<file path="config.mk">
export PLATFORM = sky130hd
export DESIGN_NAME = hazard_ctrl_unit
export DESIGN_NICKNAME = d
export VERILOG_FILES = /design/src/rtl/hazard_pkg.sv /design/src/rtl/mem_wait_fsm.sv /design/src/rtl/hazard_ctrl_unit.sv
export SDC_FILE = /design/constraint.sdc
export NUM_CORES = 1
export LEC_CHECK = 0
export BUFFER_PORTS_ARGS = -buffer_cell sky130_fd_sc_hd__buf_2
export CELL_PAD_IN_SITES_DETAIL_PLACEMENT = 0
export CELL_PAD_IN_SITES_GLOBAL_PLACEMENT = 1
export CORE_ASPECT_RATIO = 0.6
export CORE_MARGIN = 10
export CORE_UTILIZATION = 29
export DETAILED_ROUTE_END_ITERATION = 12
export GPL_ROUTABILITY_DRIVEN = 0
export PLACE_DENSITY = 0.95
export SYNTH_ARGS = -nofsm -noshare
export SYNTH_HDL_FRONTEND = slang
export SYNTH_SLANG_ARGS = --single-unit
</file>
<file path="constraint.sdc">
create_clock -name clk -period 2.3 [get_ports clk]
set_input_delay 0.23 -clock clk [delete_from_list [all_inputs] [get_ports clk]]
set_output_delay 0.23 -clock clk [all_outputs]
set_load 0.01 [all_outputs]
</file>
<file path="src/rtl/hazard_pkg.sv">
// Shared encodings for the hazard/stall controller.
// Forwarding selects, result-source codes and memory-wait FSM states.
package hazard_pkg;

    localparam logic [1:0] FWD_RF   = 2'b00;
    localparam logic [1:0] FWD_WB   = 2'b01;
    localparam logic [1:0] FWD_MEM  = 2'b10;

    localparam logic [1:0] RES_LOAD = 2'b01;

    typedef enum logic [1:0] {
        IDLE = 2'b00,
        WAIT = 2'b01,
        ERR  = 2'b10
    } mw_state_e;

endpackage

</file>
<file path="src/rtl/mem_wait_fsm.sv">
// Memory-wait FSM: freezes the pipeline while data memory is busy.
// Counts consecutive wait cycles; reaching MEM_TIMEOUT locks into ERR.
module mem_wait_fsm
    import hazard_pkg::*;
#(
    parameter int MEM_TIMEOUT = 15,
    parameter int TO_W        = 8
) (
    input  logic clk,
    input  logic reset,
    input  logic MemReq_M,
    input  logic MemReady_M,
    output logic mem_stall,
    output logic MemErr
);

    localparam logic [TO_W-1:0] TO_LIM = TO_W'(MEM_TIMEOUT);
    localparam logic [TO_W-1:0] ONE    = TO_W'(1);

    mw_state_e       state_q, state_d;
    logic [TO_W-1:0] cnt_q, cnt_d;

    always_ff @(posedge clk or negedge reset) begin
        if (!reset) begin
            state_q <= IDLE;
            cnt_q   <= '0;
        end else begin
            state_q <= state_d;
            cnt_q   <= cnt_d;
        end
    end

    always_comb begin
        state_d   = state_q;
        cnt_d     = cnt_q;
        mem_stall = 1'b0;
        unique case (state_q)
            IDLE: begin
                if (MemReq_M && !MemReady_M) begin
                    mem_stall = 1'b1;
                    cnt_d     = ONE;
                    state_d   = (ONE == TO_LIM) ? ERR : WAIT;
                end
            end
            WAIT: begin
                // the ready cycle completes the access, so M may advance
                if (MemReady_M) begin
                    state_d = IDLE;
                    cnt_d   = '0;
                end else begin
                    mem_stall = 1'b1;
                    cnt_d     = cnt_q + ONE;
                    if (cnt_d == TO_LIM) begin
                        state_d = ERR;
                    end
                end
            end
            ERR: begin
                mem_stall = 1'b1;
            end
            default: begin
                state_d = IDLE;
                cnt_d   = '0;
            end
        endcase
    end

    assign MemErr = (state_q == ERR);

endmodule

</file>
<file path="src/rtl/hazard_ctrl_unit.sv">
// Hazard/stall controller: forwarding, load-use, branch flush, memory wait.
// Optional perf counters enabled by HAZARD_PERF_EN.
module hazard_ctrl_unit
    import hazard_pkg::*;
#(
    parameter int REG_AW      = 5,
    parameter int MEM_TIMEOUT = 15,
    parameter int TO_W        = 8,
    parameter int CNT_W       = 32
) (
    input  logic              clk,
    input  logic              reset,
    input  logic [REG_AW-1:0] Rs1_D,
    input  logic [REG_AW-1:0] Rs2_D,
    input  logic [REG_AW-1:0] Rs1_E,
    input  logic [REG_AW-1:0] Rs2_E,
    input  logic [REG_AW-1:0] Rd_E,
    input  logic [REG_AW-1:0] Rd_M,
    input  logic [REG_AW-1:0] Rd_W,
    input  logic              RegWrite_M,
    input  logic              RegWrite_W,
    input  logic [1:0]        ResultSrc_E,
    input  logic              PCSrc_E,
    input  logic              MemReq_M,
    input  logic              MemReady_M,
    output logic [1:0]        ForwardA_E,
    output logic [1:0]        ForwardB_E,
    output logic              Stall_F,
    output logic              Stall_D,
    output logic              Stall_E,
    output logic              Stall_M,
    output logic              Flush_D,
    output logic              Flush_E,
    output logic              Flush_W,
    output logic              MemErr,
    output logic [CNT_W-1:0]  PerfStall,
    output logic [CNT_W-1:0]  PerfFlush
);

    logic mem_stall;
    logic lw_stall;
    logic br_eff;
    logic lw_eff;

    function automatic logic [1:0] fwd_sel(input logic [REG_AW-1:0] rs);
        logic [1:0] sel;
        sel = FWD_RF;
        if (rs != '0) begin
            if (RegWrite_M && (Rd_M == rs)) begin
                sel = FWD_MEM;
            end else if (RegWrite_W && (Rd_W == rs)) begin
                sel = FWD_WB;
            end
        end
        return sel;
    endfunction

    mem_wait_fsm #(
        .MEM_TIMEOUT (MEM_TIMEOUT),
        .TO_W        (TO_W)
    ) u_mem_wait (
        .clk        (clk),
        .reset      (reset),
        .MemReq_M   (MemReq_M),
        .MemReady_M (MemReady_M),
        .mem_stall  (mem_stall),
        .MemErr     (MemErr)
    );

    assign lw_stall = (ResultSrc_E == RES_LOAD) && (Rd_E != '0)
                    && ((Rs1_D == Rd_E) || (Rs2_D == Rd_E));

    // memory wait masks branch, branch masks load-use
    assign br_eff = PCSrc_E && !mem_stall;
    assign lw_eff = lw_stall && !PCSrc_E && !mem_stall;

    always_comb begin
        ForwardA_E = FWD_RF;
        ForwardB_E = FWD_RF;
        Stall_F    = 1'b0;
        Stall_D    = 1'b0;
        Stall_E    = 1'b0;
        Stall_M    = 1'b0;
        Flush_D    = 1'b1;
        Flush_E    = 1'b1;
        Flush_W    = 1'b1;
        if (reset) begin
            ForwardA_E = fwd_sel(Rs1_E);
            ForwardB_E = fwd_sel(Rs2_E);
            Stall_F    = mem_stall || lw_eff;
            Stall_D    = mem_stall || lw_eff;
            Stall_E    = mem_stall;
            Stall_M    = mem_stall;
            Flush_D    = br_eff;
            Flush_E    = br_eff || lw_eff;
            Flush_W    = mem_stall;
        end
    end

`ifdef HAZARD_PERF_EN
    logic [CNT_W-1:0] ps_q, ps_d;
    logic [CNT_W-1:0] pf_q, pf_d;
    logic             any_stall;
    logic             any_flush;

    assign any_stall = Stall_F || Stall_D || Stall_E || Stall_M;
    assign any_flush = Flush_D || Flush_E;

    always_ff @(posedge clk or negedge reset) begin
        if (!reset) begin
            ps_q <= '0;
            pf_q <= '0;
        end else begin
            ps_q <= ps_d;
            pf_q <= pf_d;
        end
    end

    always_comb begin
        ps_d = ps_q;
        pf_d = pf_q;
        if (any_stall && (ps_q != '1)) begin
            ps_d = ps_q + CNT_W'(1);
        end
        if (any_flush && (pf_q != '1)) begin
            pf_d = pf_q + CNT_W'(1);
        end
    end

    assign PerfStall = ps_q;
    assign PerfFlush = pf_q;
`else
    assign PerfStall = '0;
    assign PerfFlush = '0;
`endif

endmodule

</file>
==> run metrics <==
Startpoint Class flip-flop; Synth Area in Simple Gates 17.6%; hold_sp MemReady_M; RSZ-0062 raised after global routing no; commonest non-fill, non-tap cell in the layout conb_1; Global Route Usage Sum 8.74%; maximum vdd ir drop 0.000134 V; slew margin rel. 65.6%; PnR Total Power 643 uW; Clk Latency, worst-skew pair 0.24 ns; critical path endpoint category output port; chip width 114 um; drt via density 4.03; Synth Area per Inst 8.00 sq um; reg-to-reg setup timing slack 0.79 ns; die area 0.00878 sq mm; most frequent cells in the layout conb_1 (64), buf_2 (55), xor2_1 (20), xnor2_1 (14); Hold Path Class in2reg; Synth area leaders buf_4 (32%), dfrtp_1 (16%), xor2_1 (11%); n_diodes 0; post-synthesis adder-cell area fraction 1.61%; delay-heaviest family, CP compound AO/OA/AOI/OAI gates; detailed placer's ending HPWL 3780 um; Net Switching 224 uW; clock sink count 10; DR iter-0 viols 58; largest family of logic cells by synthesized area buffers and inverters; die height 76.7 um; total leakage power 0.890 nW; Max-Cap Viols 0; drc violations 0; Setup Viol. Count Final 0; XOR/XNOR share of the synthesized area 19.2%; clock share of power 34.2%; vias in the first global route 1,320; clock buffer depth 2; Port Buf Inserts 55; Synth-to-Final Area Change 8.54%; setup tns final 0 ns; global-route wire length before repair 6520 um; fmax 507 MHz; WP data required 2.07 ns; complex-gate fraction of the synthesized area 11.0%; Worst R2R Path Depth 4; total number of vias 1,257; share of layout cells above drive strength 1 26.8%; CTS tree yes; CP Class reg2out; Fin. Hold Viols 0; drt pass-1 iters 4; CTS resizes 0; post-synthesis mux area share 0%; period utilization 85.7%; CTS Root Cell clkbuf_8; row count 20; Synth Register Bits 10; Netlist cell types 40; largest net degree at the start of global routing 20; Comb pwr share 35.5%; CP Cell Sequence or2_2, a21oi_2, o2111ai_1, o211ai_1, buf_2; worst hold path endpoint u_mem_wait.state_q[0]$_DFFE_PN0P_; Remaining Overflow, GRT 0; FF-to-FF End u_mem_wait.cnt_q[5]$_DFFE_PN0P_; Slowest-stage cell, CP dfrtp_1; post-synthesis sequential area ratio 16.1%; R2R Path Start u_mem_wait.state_q[1]$_DFFE_PN0P_; initial antenna violation count 0; crit path max fanout 10; Synth Cell Area 0.00155 sq mm; DR WL/cell 13.6 um; Core ar. 0.00513 sq mm; Power Dens Cells 381 mW/mm^2; outcome finished clean; Slowest Stage Delay on Critical Path 0.47 ns; Post-Syn Instances 194; clk_skew 0.00428 ns; CTS H-tree depth 1; sw frac 34.9%; Inserted Clock Buffers 3; clock transition at the registers of the reported paths 0.05 ns; DRT Wirelength 4250 um; WHS Path Cells 4; internal power 419 uW; WP buf/inv 1; sequential share of power 30.4%; Initial Util 30.3%; Slew @ Worst Pin 0.516 ns; area leader, netlist buf_4; Ports 120; post-route minimum period 1.97 ns; CP Data Arrival Time 1.74 ns; final slew viol count 0; number of routed nets with antenna violations 0; total setup buffers inserted after CTS 0; final net count 293; top-area cell type share of the netlist area 32.4%; warnings from Yosys 0; Post-CTS Hold Buffers 1
==> cells by family after synthesis <==
logic type / count (synthesis)
AOI/OAI and AO/OA: 25
other: 1
buffers and inverters: 72
and+or+nand+nor: 50
adders and majority gates: 2
xor gates and xnor gates: 34
DFF: 10
==> synth_stat cells, drive strengths merged <==
master	count
xnor2	14
and3b	2
nor3	2
clkbuf	1
a41oi	1
o21bai	2
or3b	1
a31o	1
and2	2
inv	1
o2111ai	2
a21oi	3
nor2b	2
nand4	3
o21ai	10
nor2	11
o211ai	1
nand3	9
a22o	1
o31ai	1
or4	3
and3	4
nand2	6
conb	1
a211oi	1
nor4	4
xor2	20
buf	70
a22oi	1
dfrtp	10
a211o	1
or2	1
ha	2
==> flip-flops by register name (all words and copies together), names as in the netlist <==
name,cells
u_mem_wait.state_q,2
u_mem_wait.cnt_q,8
==> final cells by class <==
class | instances | area (sq um)
clock buffers | 4 | 55.1
fillers | 563 | 3440
inverters | 1 | 3.75
multi-input cells | 175 | 1010
flip-flops and latches | 10 | 250
well taps | 66 | 82.6
repair buffers | 56 | 285
==> routing by layer <==
layer,up-vias,track usage [%],part of all wire (%),routed length (um)
met5,-,0,0,0
met4,0,1.87,0.75,32
met3,4,2.25,8.5,360
met2,61,14.9,49,2100
met1,562,10.7,41,1760
li1,630,-,-,-
==> how the worst max path moves through the flow <==
stage / from / end / slack, ns / depth (start not counted)
5_1_grt: u_mem_wait.state_q[0]$_DFFE_PN0P_ / Flush_E / 0.21 / 5
4_1_cts: u_mem_wait.state_q[0]$_DFFE_PN0P_ / Flush_E / 0.32 / 5
3_3_place_gp: u_mem_wait.state_q[0]$_DFFE_PN0P_ / Flush_E / 0.62 / 5
6_report: u_mem_wait.state_q[0]$_DFFE_PN0P_ / Flush_E / 0.33 / 5
3_5_place_dp: u_mem_wait.state_q[0]$_DFFE_PN0P_ / Flush_E / 0.59 / 5
2_1_floorplan: u_mem_wait.state_q[0]$_DFFE_PN0P_ / Stall_F / 0.55 / 6
==> stage by stage <==
step | util [%] | worst slack [ns] | area (sq um) | hold slack [ns] | std cells
final | 32.9 | 0.329 | 1690 | 0.322 | 312
after global routing | 32.9 | 0.209 | 1690 | 0.346 | 312
after CTS | 32.9 | 0.316 | 1690 | 0.322 | 312
after detailed placement | 31.6 | 0.589 | 1620 | 0.163 | 307
after global placement | 31.6 | 0.625 | 1620 | 0.162 | 307
after floorplan | - | 0.545 | 1790 | -0.0656 | 257
==> worst register-to-register path: stages (launching register included) <==
cell,delay (ns)
dfrtp_1,0.39
nor2_2,0.30
a21oi_1,0.26
o21bai_1,0.22
a22o_1,0.23
==> power groups by stage <==
| stage | Clock, mW | Combinational [mW] | Sequential, mW |
|---|---|---|---|
| CTS | 0.230 | 0.223 | 0.195 |
| global route | 0.239 | 0.253 | 0.197 |
| global placement | 0 | 0.219 | 0.197 |
| floorplan | 0 | 0.223 | 0.194 |
| detailed placement | 0 | 0.221 | 0.198 |
| finish | 0.220 | 0.228 | 0.195 |
No activity file was read; power rests on OpenSTA's default activity.
